===== config.mk =====
export PLATFORM = sky130hd
export DESIGN_NAME = sync_fifo_flags
export DESIGN_NICKNAME = d
export VERILOG_FILES = /design/src/rtl/sync_fifo_flags.sv
export SDC_FILE = /design/constraint.sdc
export NUM_CORES = 1
export LEC_CHECK = 0
export BUFFER_PORTS_ARGS = -buffer_cell sky130_fd_sc_hd__buf_2
export CORE_MARGIN = 2
export CORE_UTILIZATION = 50
export CTS_CLUSTER_SIZE = 14
export DETAILED_ROUTE_END_ITERATION = 10
export HOLD_SLACK_MARGIN = 0.12
export PLACE_DENSITY = 0.73
export SLEW_MARGIN = 40
export SYNTH_ARGS = -nofsm -noshare
export SYNTH_HDL_FRONTEND = slang
export SYNTH_SLANG_ARGS = --single-unit

===== constraint.sdc =====
create_clock -name clk -period 3 [get_ports clk]
set_input_delay 0.9 -clock clk [delete_from_list [all_inputs] [get_ports clk]]
set_output_delay 0.9 -clock clk [all_outputs]
set_load 0.01 [all_outputs]

===== src/rtl/sync_fifo_flags.sv =====
// Single-clock FIFO with fill count, almost-full/almost-empty thresholds and sticky overflow/underflow flags.
// Standard mode: 1-cycle read latency. FWFT mode: head shown combinationally. Writes into a full FIFO are rejected unless a read is accepted in the same cycle.
module sync_fifo_flags #(
    parameter int DEPTH    = 8,
    parameter int WIDTH    = 8,
    parameter int AF_LEVEL = DEPTH - 2,
    parameter int AE_LEVEL = 2,
    parameter int FWFT     = 0
) (
    input  logic                       clk,
    input  logic                       rst,
    input  logic                       w_en,
    input  logic [WIDTH-1:0]           data_in,
    input  logic                       r_en,
    output logic [WIDTH-1:0]           data_out,
    output logic                       full,
    output logic                       empty,
    output logic                       almost_full,
    output logic                       almost_empty,
    output logic [$clog2(DEPTH+1)-1:0] count,
    output logic                       overflow,
    output logic                       underflow
);

    localparam int AW = (DEPTH > 2) ? $clog2(DEPTH) : 1;
    localparam int CW = $clog2(DEPTH + 1);
    localparam logic [AW-1:0] LAST_PTR = AW'(DEPTH - 1);
    localparam logic [CW-1:0] FULL_C   = CW'(DEPTH);
    localparam logic [CW-1:0] AF_C     = CW'(AF_LEVEL);
    localparam logic [CW-1:0] AE_C     = CW'(AE_LEVEL);

    logic [WIDTH-1:0] mem [DEPTH];
    logic [AW-1:0]    wr_ptr_q, wr_ptr_d;
    logic [AW-1:0]    rd_ptr_q, rd_ptr_d;
    logic [CW-1:0]    count_q, count_d;
    logic [WIDTH-1:0] dout_q, dout_d;
    logic             ovf_q, ovf_d;
    logic             unf_q, unf_d;
    logic             rd_acc, wr_acc;
    logic             is_full, is_empty;

    assign is_full  = (count_q == FULL_C);
    assign is_empty = (count_q == '0);
    assign rd_acc   = r_en && !is_empty;
    // A full FIFO still takes a write when the same edge frees a slot.
    assign wr_acc   = w_en && (!is_full || rd_acc);

    always_comb begin
        wr_ptr_d = wr_ptr_q;
        rd_ptr_d = rd_ptr_q;
        count_d  = count_q;
        dout_d   = dout_q;
        ovf_d    = ovf_q | (w_en && !wr_acc);
        unf_d    = unf_q | (r_en && !rd_acc);
        if (wr_acc) begin
            wr_ptr_d = (wr_ptr_q == LAST_PTR) ? '0 : wr_ptr_q + AW'(1);
        end
        if (rd_acc) begin
            rd_ptr_d = (rd_ptr_q == LAST_PTR) ? '0 : rd_ptr_q + AW'(1);
            dout_d   = mem[rd_ptr_q];
        end
        if (wr_acc && !rd_acc) begin
            count_d = count_q + CW'(1);
        end else if (rd_acc && !wr_acc) begin
            count_d = count_q - CW'(1);
        end
    end

    always_ff @(posedge clk or negedge rst) begin
        if (!rst) begin
            wr_ptr_q <= '0;
            rd_ptr_q <= '0;
            count_q  <= '0;
            dout_q   <= '0;
            ovf_q    <= 1'b0;
            unf_q    <= 1'b0;
        end else begin
            wr_ptr_q <= wr_ptr_d;
            rd_ptr_q <= rd_ptr_d;
            count_q  <= count_d;
            dout_q   <= dout_d;
            ovf_q    <= ovf_d;
            unf_q    <= unf_d;
        end
    end

    // Storage carries no reset; stale words are never visible past the pointers.
    always_ff @(posedge clk) begin
        if (wr_acc) begin
            mem[wr_ptr_q] <= data_in;
        end
    end

    generate
        if (FWFT != 0) begin : g_fwft
            // When drained, dout_q holds the last popped word (or 0 after reset).
            assign data_out = is_empty ? dout_q : mem[rd_ptr_q];
        end else begin : g_std
            assign data_out = dout_q;
        end
    endgenerate

    assign full         = is_full;
    assign empty        = is_empty;
    assign almost_full  = (count_q >= AF_C);
    assign almost_empty = (count_q <= AE_C);
    assign count        = count_q;
    assign overflow     = ovf_q;
    assign underflow    = unf_q;

endmodule


After elaboration in Yosys (flattened, before gate mapping)
Memory sizes are Yosys's and may differ from the RTL's. A register that Yosys moved wholly into a read port is not among the register bits. Index checks and enable logic that the tools add are counted.

Add/subtract/negate cells: 4. $lt $le $gt $ge: 2. Equal/unequal tests: 3. Mux-type cells: 6. Bitwise operators: 2. Reductions and logical operators: 14.

Operators by type and width (count): two-way mux 4 bit (2); adder 3 x 1 -> 3 bit, second input constant (2); == test 3 bit, second input constant (2); logical AND 1 bit (6); two-way mux 3 bit (2); zero test 1 bit (5); adder 4 x 1 -> 4 bit, second input constant (1); == test 4 bit, second input constant (1); greater-or-equal comparator 4 x 3 -> 1 bit, second input constant (1); <= comparator 4 x 2 -> 1 bit, second input constant (1); zero test 4 bit (1); subtractor 4 x 1 -> 4 bit, second input constant (1); two-way mux 1 bit (2); OR 1 bit (2); nonzero test 2 bit (1); logical OR 1 bit (1).

Flip-flop bits (word level): 12. RAM bits: 64. Input port bits: 12. Output and inout bits: 18. Logic and storage cells: 37. Memories kept: 1.

Memories: mem (depth 8, bits a word 8, read ports 1, clocked after memory_dff 1, wr ports 1, RTL line 32) `logic [WIDTH-1:0] mem [DEPTH];`.

Logic depth before layout (Yosys ltp)
Depth after elaboration: 9. Depth in mapped cells: 10. Depth with buffers taken out: 10.

Least setup slack after synthesis
Ideal clock, no wire load.

Path type: register to register. Start point: register count_q[0] (netlist: count[0]). End point: register count_q[3] (netlist: count[3]). Setup time: 136 ps. Arrival: 2741 ps. Required time: 2864 ps. Setup slack: 123 ps. Stages on the path, launching flop included: 10. Buffers on the path: 1. Period minus slack after synthesis: 2877 ps. Cells stage by stage: dfrtp_1 -> nor4_1 -> nand2b_1 -> buf_2 -> ha_1 -> inv_1 -> ha_1 -> a21o_1 -> a2111oi_0 -> o31ai_1.

Word-level cells in the longest chain between the ends: 8. Elaborated cells between the ends (all ways): 16. Those cells by class: add/sub (2); eq/ne (1); mux (2); reduce/logical (11).

RTL lines: start: declaration (RTL line 35) `logic [CW-1:0] count_q, count_d;`; start signal: assignment (RTL line 80) `count_q <= count_d;`; zero test 4 bit * (RTL line 43) `assign is_empty = (count_q == '0);`; net empty (RTL line 17) `output logic empty,`; zero test 1 bit * (RTL line 44) `assign rd_acc = r_en && !is_empty;`; logical AND 1 bit * (RTL line 44); logical OR 1 bit (RTL line 46) `assign wr_acc = w_en && (!is_full || rd_acc);`; logical AND 1 bit (RTL line 46); zero test 1 bit (RTL line 64) `end else if (rd_acc && !wr_acc) begin`; logical AND 1 bit (RTL line 64); nonzero test 2 bit (no line).

Mark *: on every way through the listed nets, which the timed path passes. The rest lies on a longest branch. The select of a mux whose other input is x is not followed. A chain may end at the register's enable or synchronous reset.

Worst setup path in the final report
Start point: register count_q[0] (netlist: count[0]). End point: register count_q[3] (netlist: count[3]).

Word-level cells in the longest chain between the ends: 8. Elaborated cells between the ends (all ways): 16. Those cells by class: add/sub (2); eq/ne (1); mux (2); reduce/logical (11).

RTL lines: zero test 4 bit (RTL line 43); zero test 1 bit (RTL line 44); logical AND 1 bit (RTL line 44); logical OR 1 bit * (RTL line 46); logical AND 1 bit * (RTL line 46); net wr_acc (RTL line 39) `logic rd_acc, wr_acc;`; zero test 1 bit (RTL line 64); logical AND 1 bit (RTL line 64); nonzero test 2 bit (no line).

Marks and branches as above.

==> flow_metrics.tcl <==
set metrics [dict create \
    r2r_start "count[0]$_DFFE_PN0P_" \
    slew_viol_final 0 \
    core_um2 6760 \
    ctsResizeCount 0 \
    yosysWarnings 0 \
    die_height_um 87.4 \
    drc 0 \
    cp.depth 9 \
    clock_latency_ns 0.34 \
    final_common_cell "edfxtp_1" \
    wl_per_cell_um 17.6 \
    ys_types 32 \
    finalPower_uw 3710 \
    die_area_um2 7640 \
    ant_nets 0 \
    cts_buffers 9 \
    fp-row-count 30 \
    clock-sinks 84 \
    regArea_um2 2420 \
    first_pass_iters 4 \
    hold_viol 0 \
    path_class "reg -> reg" \
    num_antenna_cells 0 \
    track_usage_pct 17.2 \
    rsz0062_at_grt "no" \
    cap_violations 0 \
    hpwl_um 3900 \
    synth-seq-cells 84 \
    r2r_end "count[3]$_DFFE_PN0P_" \
    clk_path_buf_depth 2 \
    status "finished, final reports clean" \
    path_buf_inv 2 \
    reg2reg_setup_slack_ns 0.16 \
    setup_viol 0 \
    nets 285 \
    place_congestion 0.722 \
    ios 30 \
    power_density_nw_per_um2 942 \
    ir_worst_vdd_uv 401 \
    critical_path.startpoint "count[0]$_DFFE_PN0P_" \
    htreeDepth 3 \
    p_leak_uw 0.00151 \
    finalWorstSetupSlack_ns 0.163 \
    critPathRequiredTime_ns 3.21 \
    grt_overflow 0 \
    wirelength_um 6150 \
    fill_cells 540 \
    syn-cell-area_um2 3480 \
    crit_slowest_cell "or4b_4" \
    grt_pass1_vias 1899 \
    synth_seq_area_share_pct 69.6 \
    start_util_pct 51.5 \
    antenna_found_initial 0 \
    period_needed_ns 2.84 \
    worst_pin_slew_ns 0.681 \
    drtIter0Drc 106 \
    multi_input_area_um2 992 \
    die_w_um 87.4 \
    grt_max_degree 36 \
    cp_cell_sequence "or4b_4 > o21ai_4 > inv_2 > ha_1 > inv_1 > ha_1 > a21o_1 > a2111oi_0 > o31ai_1" \
    endpoint_kind "flop" \
    hold_buffers 0 \
    critPathMostFrequentCell "ha_1" \
    dr_total_vias 1909 \
    cts_tree "yes" \
    final_util_pct 58.2 \
    cts_root_buf "clkbuf_8" \
    cp_top_family "compound AO/OA/AOI/OAI gates" \
    port_buffers 29 \
    post-place-ws_ns 0.177 \
    path_clk_slew_ns 0.08 \
    cts_setup_buffers 0 \
    slew-limit-headroom_pct 54.5 \
    crit_path_end "count[3]$_DFFE_PN0P_" \
    timing.hold.ws_ns 0.459 \
    syn-instance-count 223 \
    drive_gt1_share_pct 28.3 \
    grt_pass1_wl_um 9630 \
    rr_worst_depth 9 \
    synth_fp_nets 243 \
    min_period_over_period_pct 94.6 \
    via_per_inst 5.47 \
    syn_to_final_growth_pct 13.1 \
    final_cell_mix "64 x edfxtp_1, 29 x buf_2, 20 x dfrtp_1" \
    slowest_delay_ns 0.60 \
    syn_area_per_cell_um2 15.6 \
    critPathLaunchType "flop" \
    fmax_mhz 352 \
    setup_tns_ns 0 \
    skew_ns 0.00933 \
    hold_class "reg -> reg" \
    cp_max_fo 7 \
    worst_ep_arrival_time_ns 3.05 \
]
-- synthesized netlist by cell type, drive strengths merged --
| library cell | n | share of area (%) |
|---|---|---|
| a221o | 8 | 2.3 |
| nor3 | 9 | 1.3 |
| xnor2 | 2 | 0.50 |
| o22ai | 8 | 1.4 |
| o21ai | 13 | 2.2 |
| a21o | 6 | 1.3 |
| nand2b | 6 | 1.1 |
| clkbuf | 1 | 0.11 |
| a21oi | 1 | 0.14 |
| mux2 | 18 | 5.8 |
| or4b | 1 | 0.40 |
| ha | 7 | 2.5 |
| fa | 1 | 0.58 |
| a2111oi | 1 | 0.25 |
| buf | 8 | 1.6 |
| nor4 | 2 | 0.36 |
| o31ai | 1 | 0.22 |
| a211oi | 1 | 0.22 |
| edfxtp | 64 | 55 |
| nand2 | 19 | 2.1 |
| inv | 3 | 0.32 |
| nor2b | 1 | 0.18 |
| mux2i | 17 | 4.9 |
| dfrtp | 20 | 14 |
| nor2 | 5 | 0.54 |
-- metrics by stage --
stage                     std cells  instance area (um2)
after floorplan                 223                 3480
after global placement          334                 3750
after detailed placement        334                 3750
after CTS                       349                 3930
after global routing            349                 3930
final                           349                 3930
-- power by group --
group | switching, uW | internal [uW]
clock | 372 | 373
combinational | 694 | 588
sequential | 169 | 1510
total | 1240 | 2470
-- state kept, by name, summed over array words and instances, names as in the netlist --
name and count:
count 4, underflow 1, data_out 8, mem 64
overflow 1, wr_ptr_q 3, rd_ptr_q 3
-- layout make-up --
class                      count  share of cell area, %
multi-input combinational    127                   25.2
sequential                    84                   61.6
clock inverter                 6                   1.43
clock buffer                   9                   3.15
tap                           80                   2.54
timing repair buffer          40                   5.79
inverter                       3                  0.286
-- cells by family (layout without fill, tap and decap cells) --
group,after synthesis,count (layout),share of synthesized area [%]
adders and majority gates,8,8,3.09
xor gates and xnor gates,2,2,0.504
and+or+nand+nor,43,43,5.97
buffers and inverters,12,58,2.01
DFF,84,84,69.6
AOI/OAI and AO/OA,39,39,8.06
muxes,35,35,10.7
-- worst min path at each step --
stage / start / endpoint / slack, ns / cells after the start
detailed placement: underflow$_DFF_PN0_ / underflow$_DFF_PN0_ / 0.44 / 1
finish: overflow$_DFF_PN0_ / overflow$_DFF_PN0_ / 0.46 / 1
global placement: overflow$_DFF_PN0_ / overflow$_DFF_PN0_ / 0.45 / 1
global route: underflow$_DFF_PN0_ / underflow$_DFF_PN0_ / 0.48 / 1
floorplan: overflow$_DFF_PN0_ / overflow$_DFF_PN0_ / 0.49 / 1
CTS: underflow$_DFF_PN0_ / underflow$_DFF_PN0_ / 0.46 / 1
-- layer usage --
layer	global-route usage, %	wire length [um]	up-vias
li1	-	-	940
met5	0	0	-
met1	22.1	2800	922
met3	4.27	300	7
met2	28.3	3000	40
met4	6.15	57	0
-- worst reg2reg max path, delay by kind of cell, from the launching register on --
family                   cells  cell delay (ns)
adder cells (fa/ha/maj)      2             0.48
AND/OR/NAND/NOR              1             0.61
AO/OA/AOI/OAI                4             0.91
flip-flops                   1             0.48
buffers and inverters        2             0.24
Power figures use the tool's default switching activity.
